[config.mk]
export PLATFORM = sky130hd
export DESIGN_NAME = id_stage
export DESIGN_NICKNAME = d
export VERILOG_FILES = /design/src/rtl/id_stage.sv
export SDC_FILE = /design/constraint.sdc
export NUM_CORES = 1
export LEC_CHECK = 0
export CAP_MARGIN = 30
export CORE_UTILIZATION = 42
export DETAILED_ROUTE_END_ITERATION = 10
export PLACE_DENSITY = 0.56
export SYNTH_ARGS = -nofsm -noshare
export SYNTH_HDL_FRONTEND = slang
export SYNTH_SLANG_ARGS = --single-unit
[constraint.sdc]
create_clock -name i_clk -period 8.46 [get_ports i_clk]
set_clock_uncertainty 0.05 [all_clocks]
set_input_delay 2.115 -clock i_clk [delete_from_list [all_inputs] [get_ports i_clk]]
set_output_delay 2.115 -clock i_clk [all_outputs]
set_load 0.1 [all_outputs]
[src/rtl/id_stage.sv]
// Instruction decode stage: 32x32 register file, RV32I field/immediate decode,
// load-use hazard detection and the ID->EX pipeline register.
// Optional feature macro: ID_WB_BYPASS_EN (writeback data bypassed into the
// same-cycle register read when defined).
module id_stage #(
  parameter int unsigned RF_DEPTH = 32,
  parameter logic [29:0] RESET_PC = 30'd0
) (
  input  logic        i_clk,
  input  logic        i_rst,
  input  logic [31:0] i_inst_id,
  input  logic [29:0] i_pc_id,
  input  logic        i_stall,
  input  logic        i_rst_pipe,
  input  logic        i_wb_wen,
  input  logic [4:0]  i_wb_rd,
  input  logic [31:0] i_wb_wdata,
  output logic        o_stall_ld,
  output logic        o_valid_ex,
  output logic [29:0] o_pc_ex,
  output logic [31:0] o_rs1_data_ex,
  output logic [31:0] o_rs2_data_ex,
  output logic [4:0]  o_rs1_ex,
  output logic [4:0]  o_rs2_ex,
  output logic [4:0]  o_rd_ex,
  output logic [31:0] o_imm_ex,
  output logic [6:0]  o_opcode_ex,
  output logic [2:0]  o_funct3_ex,
  output logic        o_funct7b5_ex,
  output logic        o_wen_ex,
  output logic        o_ld_ex,
  output logic        o_st_ex,
  output logic        o_illegal_ex
);

  localparam logic [6:0] OpcLoad    = 7'b0000011;
  localparam logic [6:0] OpcMiscMem = 7'b0001111;
  localparam logic [6:0] OpcOpImm   = 7'b0010011;
  localparam logic [6:0] OpcAuipc   = 7'b0010111;
  localparam logic [6:0] OpcStore   = 7'b0100011;
  localparam logic [6:0] OpcOp      = 7'b0110011;
  localparam logic [6:0] OpcLui     = 7'b0110111;
  localparam logic [6:0] OpcBranch  = 7'b1100011;
  localparam logic [6:0] OpcJalr    = 7'b1100111;
  localparam logic [6:0] OpcJal     = 7'b1101111;
  localparam logic [6:0] OpcSystem  = 7'b1110011;

  // Register file; entry 0 is never written and never read.
  logic [31:0] r_rf [RF_DEPTH];

  // ID->EX pipeline register.
  logic        r_valid_ex;
  logic [29:0] r_pc_ex;
  logic [31:0] r_rs1_data_ex;
  logic [31:0] r_rs2_data_ex;
  logic [4:0]  r_rs1_ex;
  logic [4:0]  r_rs2_ex;
  logic [4:0]  r_rd_ex;
  logic [31:0] r_imm_ex;
  logic [6:0]  r_opcode_ex;
  logic [2:0]  r_funct3_ex;
  logic        r_funct7b5_ex;
  logic        r_wen_ex;
  logic        r_ld_ex;
  logic        r_st_ex;
  logic        r_illegal_ex;

  // Decoded fields of the instruction currently in ID.
  logic [6:0]  w_opcode;
  logic [4:0]  w_rd;
  logic [4:0]  w_rs1;
  logic [4:0]  w_rs2;
  logic [2:0]  w_funct3;
  logic        w_funct7b5;
  logic [31:0] w_imm;
  logic        w_wen;
  logic        w_ld;
  logic        w_st;
  logic        w_illegal;
  logic        w_rs1_used;
  logic        w_rs2_used;
  logic [31:0] w_rs1_rf;
  logic [31:0] w_rs2_rf;
  logic [31:0] w_rs1_data;
  logic [31:0] w_rs2_data;
  logic        w_stall_ld;

  assign w_opcode   = i_inst_id[6:0];
  assign w_rd       = i_inst_id[11:7];
  assign w_funct3   = i_inst_id[14:12];
  assign w_rs1      = i_inst_id[19:15];
  assign w_rs2      = i_inst_id[24:20];
  assign w_funct7b5 = i_inst_id[30];

  // Opcode decode: immediate format, control flags and operand usage.
  always_comb begin
    w_imm      = '0;
    w_wen      = 1'b0;
    w_ld       = 1'b0;
    w_st       = 1'b0;
    w_illegal  = 1'b0;
    w_rs1_used = 1'b1;
    w_rs2_used = 1'b0;
    unique case (w_opcode)
      OpcLoad: begin
        w_imm = {{20{i_inst_id[31]}}, i_inst_id[31:20]};
        w_wen = 1'b1;
        w_ld  = 1'b1;
      end
      OpcOpImm, OpcJalr: begin
        w_imm = {{20{i_inst_id[31]}}, i_inst_id[31:20]};
        w_wen = 1'b1;
      end
      OpcStore: begin
        w_imm      = {{20{i_inst_id[31]}}, i_inst_id[31:25], i_inst_id[11:7]};
        w_st       = 1'b1;
        w_rs2_used = 1'b1;
      end
      OpcBranch: begin
        w_imm      = {{19{i_inst_id[31]}}, i_inst_id[31], i_inst_id[7],
                      i_inst_id[30:25], i_inst_id[11:8], 1'b0};
        w_rs2_used = 1'b1;
      end
      OpcLui, OpcAuipc: begin
        w_imm      = {i_inst_id[31:12], 12'b0};
        w_wen      = 1'b1;
        w_rs1_used = 1'b0;
      end
      OpcJal: begin
        w_imm      = {{11{i_inst_id[31]}}, i_inst_id[31], i_inst_id[19:12],
                      i_inst_id[20], i_inst_id[30:21], 1'b0};
        w_wen      = 1'b1;
        w_rs1_used = 1'b0;
      end
      OpcOp: begin
        w_wen      = 1'b1;
        w_rs2_used = 1'b1;
      end
      OpcSystem: begin
        w_wen = 1'b1;
      end
      OpcMiscMem: begin
      end
      default: begin
        w_illegal = 1'b1;
      end
    endcase
    // x0 destinations never produce a write
    if (w_rd == 5'd0) begin
      w_wen = 1'b0;
    end
  end

  // Register file read with x0 forced to zero, plus optional WB bypass.
  always_comb begin
    w_rs1_rf = (w_rs1 == 5'd0) ? 32'd0 : r_rf[w_rs1];
    w_rs2_rf = (w_rs2 == 5'd0) ? 32'd0 : r_rf[w_rs2];
`ifdef ID_WB_BYPASS_EN
    w_rs1_data = (i_wb_wen && (i_wb_rd != 5'd0) && (i_wb_rd == w_rs1)) ? i_wb_wdata : w_rs1_rf;
    w_rs2_data = (i_wb_wen && (i_wb_rd != 5'd0) && (i_wb_rd == w_rs2)) ? i_wb_wdata : w_rs2_rf;
`else
    // Old array value; the EX forwarding network covers the WB->ID case.
    w_rs1_data = w_rs1_rf;
    w_rs2_data = w_rs2_rf;
`endif
  end

  // Load-use hazard against the load in EX; suppressed while flushing.
  always_comb begin
    w_stall_ld = r_valid_ex && r_ld_ex && (r_rd_ex != 5'd0) && !i_rst_pipe &&
                 (((r_rd_ex == w_rs1) && w_rs1_used) || ((r_rd_ex == w_rs2) && w_rs2_used));
  end

  // Register file write port from writeback; x0 writes dropped.
  always_ff @(posedge i_clk) begin
    if (i_wb_wen && (i_wb_rd != 5'd0)) begin
      r_rf[i_wb_rd] <= i_wb_wdata;
    end
  end

  // ID->EX register: reset > flush bubble > hold > load-use bubble > load.
  always_ff @(posedge i_clk) begin
    if (i_rst) begin
      r_valid_ex    <= 1'b0;
      r_pc_ex       <= RESET_PC;
      r_rs1_data_ex <= '0;
      r_rs2_data_ex <= '0;
      r_rs1_ex      <= '0;
      r_rs2_ex      <= '0;
      r_rd_ex       <= '0;
      r_imm_ex      <= '0;
      r_opcode_ex   <= '0;
      r_funct3_ex   <= '0;
      r_funct7b5_ex <= 1'b0;
      r_wen_ex      <= 1'b0;
      r_ld_ex       <= 1'b0;
      r_st_ex       <= 1'b0;
      r_illegal_ex  <= 1'b0;
    end else if (i_rst_pipe) begin
      r_valid_ex   <= 1'b0;
      r_wen_ex     <= 1'b0;
      r_ld_ex      <= 1'b0;
      r_st_ex      <= 1'b0;
      r_illegal_ex <= 1'b0;
    end else if (!i_stall) begin
      // Data fields load unconditionally; a load-use bubble only kills control.
      r_pc_ex       <= i_pc_id;
      r_rs1_data_ex <= w_rs1_data;
      r_rs2_data_ex <= w_rs2_data;
      r_rs1_ex      <= w_rs1;
      r_rs2_ex      <= w_rs2;
      r_rd_ex       <= w_rd;
      r_imm_ex      <= w_imm;
      r_opcode_ex   <= w_opcode;
      r_funct3_ex   <= w_funct3;
      r_funct7b5_ex <= w_funct7b5;
      r_valid_ex    <= !w_stall_ld;
      r_wen_ex      <= w_wen && !w_illegal && !w_stall_ld;
      r_ld_ex       <= w_ld && !w_stall_ld;
      r_st_ex       <= w_st && !w_stall_ld;
      r_illegal_ex  <= w_illegal && !w_stall_ld;
    end
  end

  assign o_stall_ld    = w_stall_ld;
  assign o_valid_ex    = r_valid_ex;
  assign o_pc_ex       = r_pc_ex;
  assign o_rs1_data_ex = r_rs1_data_ex;
  assign o_rs2_data_ex = r_rs2_data_ex;
  assign o_rs1_ex      = r_rs1_ex;
  assign o_rs2_ex      = r_rs2_ex;
  assign o_rd_ex       = r_rd_ex;
  assign o_imm_ex      = r_imm_ex;
  assign o_opcode_ex   = r_opcode_ex;
  assign o_funct3_ex   = r_funct3_ex;
  assign o_funct7b5_ex = r_funct7b5_ex;
  assign o_wen_ex      = r_wen_ex;
  assign o_ld_ex       = r_ld_ex;
  assign o_st_ex       = r_st_ex;
  assign o_illegal_ex  = r_illegal_ex;

endmodule

==> flow_metrics.py, run 1 <==
metrics = {
    "status": {
        "status": "complete, no violations",
    },
    "die": {
        "rows": 130,
        "core_sq_um": 125600,
        "initial_utilization_pct": 42.33,
        "pin_count": 262,
        "die-area_sq_um": 128000,
        "die_w_um": 357.7,
        "die_height_um": 357.7,
    },
    "clocking": {
        "clk_latency_ns": 0.76,
        "cts_setup_buffers": 0,
        "cts_made_buffers": 133,
        "cts_tree": "yes",
        "clk_path_buf_depth": 3,
        "clkTransAtPathRegs_ns": 0.05,
        "htreeDepth": 4,
        "clockRootBuffer": "clkbuf_16",
        "cts_sinks": 1181,
        "ctsHoldBuffers": 0,
        "cts_resized": 0,
    },
    "sta": {
        "setup_tns_ns": 0,
        "finalHoldViolations": 0,
        "rsz0062_at_grt": "false",
        "drv_slew": 0,
        "setup_viol": 0,
        "relSlewSlack_pct": 26.85,
        "fin_crit_sh_pct": 75.56,
        "hold_ws_ns": 0.3956,
        "worst_pin_slew_ns": 1.094,
        "fmax_mhz": 156.4,
        "min_period_ns": 6.392,
    },
    "logic_synthesis": {
        "muxShareOfSynthArea_pct": 23.26,
        "synth_area_per_cell_sq_um": 17.26,
        "synth-adder-area-share_pct": 0,
        "synth_top_family_by_area": "multiplexers",
        "synth_cells": 3080,
        "syn_area_sq_um": 53150,
        "async_flop_share_pct": 0,
        "yosysTopAreaCellShare_pct": 57.85,
        "synth_edf_count": 1024,
        "synth_area_leaders": "edfxtp_1 (58%), mux4_2 (15%), mux2i_1 (6.8%)",
        "synth_compound_area_share_pct": 7.085,
        "yosys.area_share.simple_pct": 2.982,
        "ys.flop_type": "edfxtp_1",
        "synth_cell_type_count": 59,
        "ys_seq_area_share_pct": 63.76,
        "synthXorXnorAreaFrac_pct": 0.1648,
        "yosysWarnings": 0,
        "yosysTopAreaCell": "edfxtp_1",
        "ys_seq_elements": 1181,
    },
    "global_routing": {
        "grt_pass1_wl_um": 243500,
        "antenna_found_initial": 12,
        "grt_pass1_vias": 33310,
        "grt_usage_pct": 27.15,
        "grt.overflow.total": 0,
        "grt_max_degree": 94,
    },
    "setup_path": {
        "cp-start-kind": "primary input",
        "critPathLaunch": "i_inst_id[6]",
        "crit_arrival_ns": 4.23,
        "critPathMaxFanout": 15,
        "required_ns": 6.30,
        "reg2reg_from": "o_rd_ex[0]",
        "end_kind": "output port",
        "worstSetupPathType": "in2out",
    },
    "final_layout": {
        "final_common_cell": "edfxtp_1",
        "areaGrowthSynthToFinish_pct": 17.42,
        "drive_gt1_share_pct": 21.02,
        "layout.cells.most_common_list": "edfxtp_1 (1024), mux4_2 (365), mux2i_1 (363)",
        "final_nets": 3461,
        "fill_cells": 10330,
        "fin_util_pct": 49.71,
    },
    "min_path": {
        "hold_path.class": "reg2reg",
        "hp-start": "o_imm_ex[12]",
    },
    "drt": {
        "ant_nets": 0,
        "routed_wl_um": 174400,
        "wl_per_cell_um": 34.11,
        "via_per_inst": 6.427,
        "vias": 32860,
        "drc": 0,
        "dr.pass1.iters": 6,
        "drt-initial-drc-count": 3933,
    },
    "placed_design": {
        "dp_hpwl_um": 98600,
        "io_buffers": 261,
        "place.gp.congestion": 0.8794,
    },
    "pwr": {
        "peakVddDrop_v": 0.0002223,
        "leakage_nw": 20.56,
        "p_per_area_nw_per_um2": 214.1,
    },
    "flow_run": {
        "maxCapViolCount": 0,
    },
}
-- power by group --
| group | internal [W] | total, W | switching (W) | leakage, nW |
|---|---|---|---|---|
| Clock | 0.00323 | 0.00554 | 0.00231 | 2.02 |
| Combinational | 0.000472 | 0.00131 | 0.000841 | 8.00 |
| Sequential | 0.00644 | 0.00651 | 0.0000699 | 10.5 |
-- metal layers --
metal	up-vias	track usage [%]	routed length, um	share of wire (%)
met1	17540	36.88	70750	41
met5	-	0	43	0.025
li1	13310	-	-	-
met3	303	4.545	13720	7.9
met4	6	10.94	5819	3.3
met2	1706	43.62	84100	48
-- synth_stat cells (4+ instances only) --
cell type,n
edfxtp_1,1024
mux4_2,365
mux2i_1,363
nand2_1,236
a22oi_1,199
dfxtp_1,157
a21oi_1,123
buf_2,113
clkbuf_1,78
o2111ai_1,66
a211o_1,64
nor2_1,54
nor2b_1,32
buf_4,23
a211oi_1,22
mux4_1,19
buf_6,17
o21ai_1,16
buf_1,14
o21ai_0,10
buf_12,8
a2bb2oi_1,6
nand3_1,6
xnor2_1,5
xor2_1,5
a22oi_2,4
-- layout make-up --
cell class                 instances  area [sq um]  area share (%)
tap                             1650          2064           3.308
sequential                      1181         33890           54.30
timing repair buffer             365          4034           6.463
clock buffer                     187          3741           5.994
inverter                           1         3.754        0.006014
antenna                            4         10.01         0.01604
multi-input combinational       1675         18280           29.28
clock inverter                    50         392.9          0.6295
-- final timing paths --
path,to,slack (ns),depth (start not counted)
worst min register to register,o_imm_ex[12],0.40,2
worst max register to register,o_st_ex,6.58,4
worst min-delay path,o_imm_ex[12],0.40,2
worst max-delay path,o_stall_ld,2.07,6
-- cells by family after synthesis --
family,after synthesis
buffers and inverters,255
muxes,748
other,1
DFF,1181
xor gates and xnor gates,10
and+or+nand+nor,361
AOI/OAI and AO/OA,524
-- registers in the layout, indices dropped and copies added (netlist names) --
name / flops
r_rf: 1024
o_imm_ex: 32
o_rs1_data_ex: 32
o_rs2_data_ex: 32
o_pc_ex: 30
o_opcode_ex: 7
o_rd_ex: 5
o_rs1_ex: 5
o_rs2_ex: 5
o_funct3_ex: 3
o_funct7b5_ex: 1
o_illegal_ex: 1
o_ld_ex: 1
o_st_ex: 1
o_valid_ex: 1
o_wen_ex: 1
-- per-stage QoR --
step                instance area (sq um)  total power [W]  std cells  worst slack [ns]
global placement                    57390         0.007872       4838             2.092
global route                        62410          0.01372       5113             1.923
floorplan                           53270         0.007456       3111             2.370
detailed placement                  57900         0.007928       4857             2.095
CTS                                 62030          0.01343       5094             2.088
finish                              62410          0.01336       5113             2.068
-- worst max-delay path, cell delays in order --
cell and delay (ns):
clkdlybuf4s50_1 0.77, or3b_1 0.21, a21oi_2 0.12, or4_1 0.60, nand2_1 0.11, buf_4 0.30
(Power assumes the default switching activity.)
==> run 2: changes to the inputs <==
- clock period: 8.46 -> 6 ns (I/O delays scaled with it)
==> run 2 against run 1 <==
Compared with the run above:
- global-route usage decreased by 0.71 points
- design area up 0.86%
- critical path depth stayed put
- total power is 45% higher
- critical endpoint unchanged
==> flow_metrics.py, run 2 (synthesized netlist as in run 1, its figures left out) <==
metrics = {
    "global_routing": {
        "grt.overflow.total": 0,
        "grt_pass1_vias": 32960,
        "grt_usage_pct": 26.44,
        "antenna_found_initial": 11,
        "grt_max_degree": 122,
        "grt_pass1_wl_um": 240300,
    },
    "setup_path": {
        "worstSetupPathType": "in2out",
        "cp-start-kind": "primary input",
        "crit_arrival_ns": 3.59,
        "critPathMaxFanout": 13,
        "required_ns": 4.45,
        "end_kind": "output port",
    },
    "pwr": {
        "leakage_nw": 20.78,
        "p_total_w": 0.01938,
        "peakVddDrop_v": 0.0002996,
        "p_per_area_nw_per_um2": 307.8,
    },
    "sta": {
        "setup_tns_ns": 0,
        "setup_slack_ns": 0.8587,
        "setup_viol": 0,
        "drv_slew": 0,
        "finalHoldViolations": 0,
        "rsz0062_at_grt": "false",
        "min_period_ns": 5.141,
        "fin_crit_sh_pct": 85.69,
        "fmax_mhz": 194.5,
        "worst_pin_slew_ns": 1.078,
        "relSlewSlack_pct": 28.14,
    },
    "clocking": {
        "clk_path_buf_depth": 3,
        "cts_resized": 0,
        "cts_sinks": 1181,
        "htreeDepth": 4,
        "cts_setup_buffers": 0,
        "clkTransAtPathRegs_ns": 0.06,
        "clockRootBuffer": "clkbuf_16",
        "cts_made_buffers": 131,
        "ctsHoldBuffers": 0,
        "clk_latency_ns": 0.75,
        "cts_tree": "yes",
    },
    "die": {
        "core_sq_um": 125600,
        "pin_count": 262,
        "die-area_sq_um": 128000,
        "die_w_um": 357.7,
        "initial_utilization_pct": 42.33,
        "rows": 130,
        "die_height_um": 357.7,
    },
    "final_layout": {
        "layout.cells.most_common_list": "edfxtp_1 (1024), mux4_2 (365), mux2i_1 (363)",
        "final_nets": 3465,
        "fin_util_pct": 50.13,
        "drive_gt1_share_pct": 21.60,
        "areaGrowthSynthToFinish_pct": 18.43,
        "final_common_cell": "edfxtp_1",
        "final_cell_area_sq_um": 62950,
        "largest_register_ffs": 1024,
        "largest_register": "r_rf",
    },
    "placed_design": {
        "pre_cts_slack_ns": 0.8800,
        "dp_hpwl_um": 98580,
        "place.gp.congestion": 0.8583,
        "io_buffers": 261,
        "placed_cell_area_sq_um": 58060,
    },
    "drt": {
        "vias": 32550,
        "dr.pass1.iters": 6,
        "via_per_inst": 6.352,
        "ant_nets": 0,
        "drt-initial-drc-count": 3881,
        "routed_wl_um": 170500,
        "wl_per_cell_um": 33.27,
        "drc": 0,
    },
    "status": {
        "status": "complete, no violations",
    },
    "flow_run": {
        "maxCapViolCount": 0,
    },
    "min_path": {
        "hold_path.class": "reg2reg",
    },
}
run 2: cell types whose count changed in the layout (fill, tap and decap cells not counted), moves of 3 or more:
| cell | change |
|---|---|
| buf_4 | -14 |
| clkinv_2 | -6 |
| buf_16 | -9 |
| buf_12 | +21 |
| buf_8 | +4 |
| bufinv_16 | +10 |
| inv_6 | +6 |
| clkbuf_8 | +6 |
| clkbuf_1 | -11 |
| clkinv_1 | -3 |
run 2: through the flow:
| stage | hold slack (ns) | std cells |
|---|---|---|
| floorplan | 0.6122 | 3111 |
| global placement | 0.3906 | 4850 |
| detailed placement | 0.3948 | 4861 |
| CTS | 0.4026 | 5101 |
| global route | 0.4204 | 5122 |
| finish | 0.4026 | 5124 |
run 2: final timing paths:
path           startpoint                to  slack [ns]  cells past startpoint
min          o_imm_ex[21]      o_imm_ex[21]        0.40                      2
max          i_inst_id[4]        o_stall_ld        0.86                      6
max reg2reg   r_rf[11][6]  o_rs1_data_ex[6]        4.08                      5
min reg2reg  o_imm_ex[21]      o_imm_ex[21]        0.40                      2
run 2: cell type report:
type / count / area [sq um]
fill: 10250 / 62620
sequential: 1181 / 33890
clock buffer: 182 / 3742
inverter: 1 / 3.754
clock inverter: 58 / 732.0
timing repair buffer: 371 / 4233
multi-input combinational: 1675 / 18270
tap: 1650 / 2064
antenna: 6 / 15.01
run 2: routing by layer:
metal	GRT usage [%]	up-vias	wire [um]
li1	-	13330	-
met1	36.11	17400	70890
met2	43.36	1545	82630
met3	4.178	278	11800
met4	8.604	2	5128
met5	0	-	13
run 2: power by group:
group / switching, W / leakage, nW / internal, W / total [W]
combinational: 0.00118 / 8.06 / 0.000664 / 0.00185
clock: 0.00333 / 2.19 / 0.00502 / 0.00836
sequential: 0.000102 / 10.5 / 0.00907 / 0.00918
run 2: worst max-delay path, stage by stage:
cell	delay, ns
clkdlybuf4s50_1	0.73
or3b_1	0.42
a21oi_2	0.36
or4_1	0.24
nand2_1	0.13
buf_12	0.20
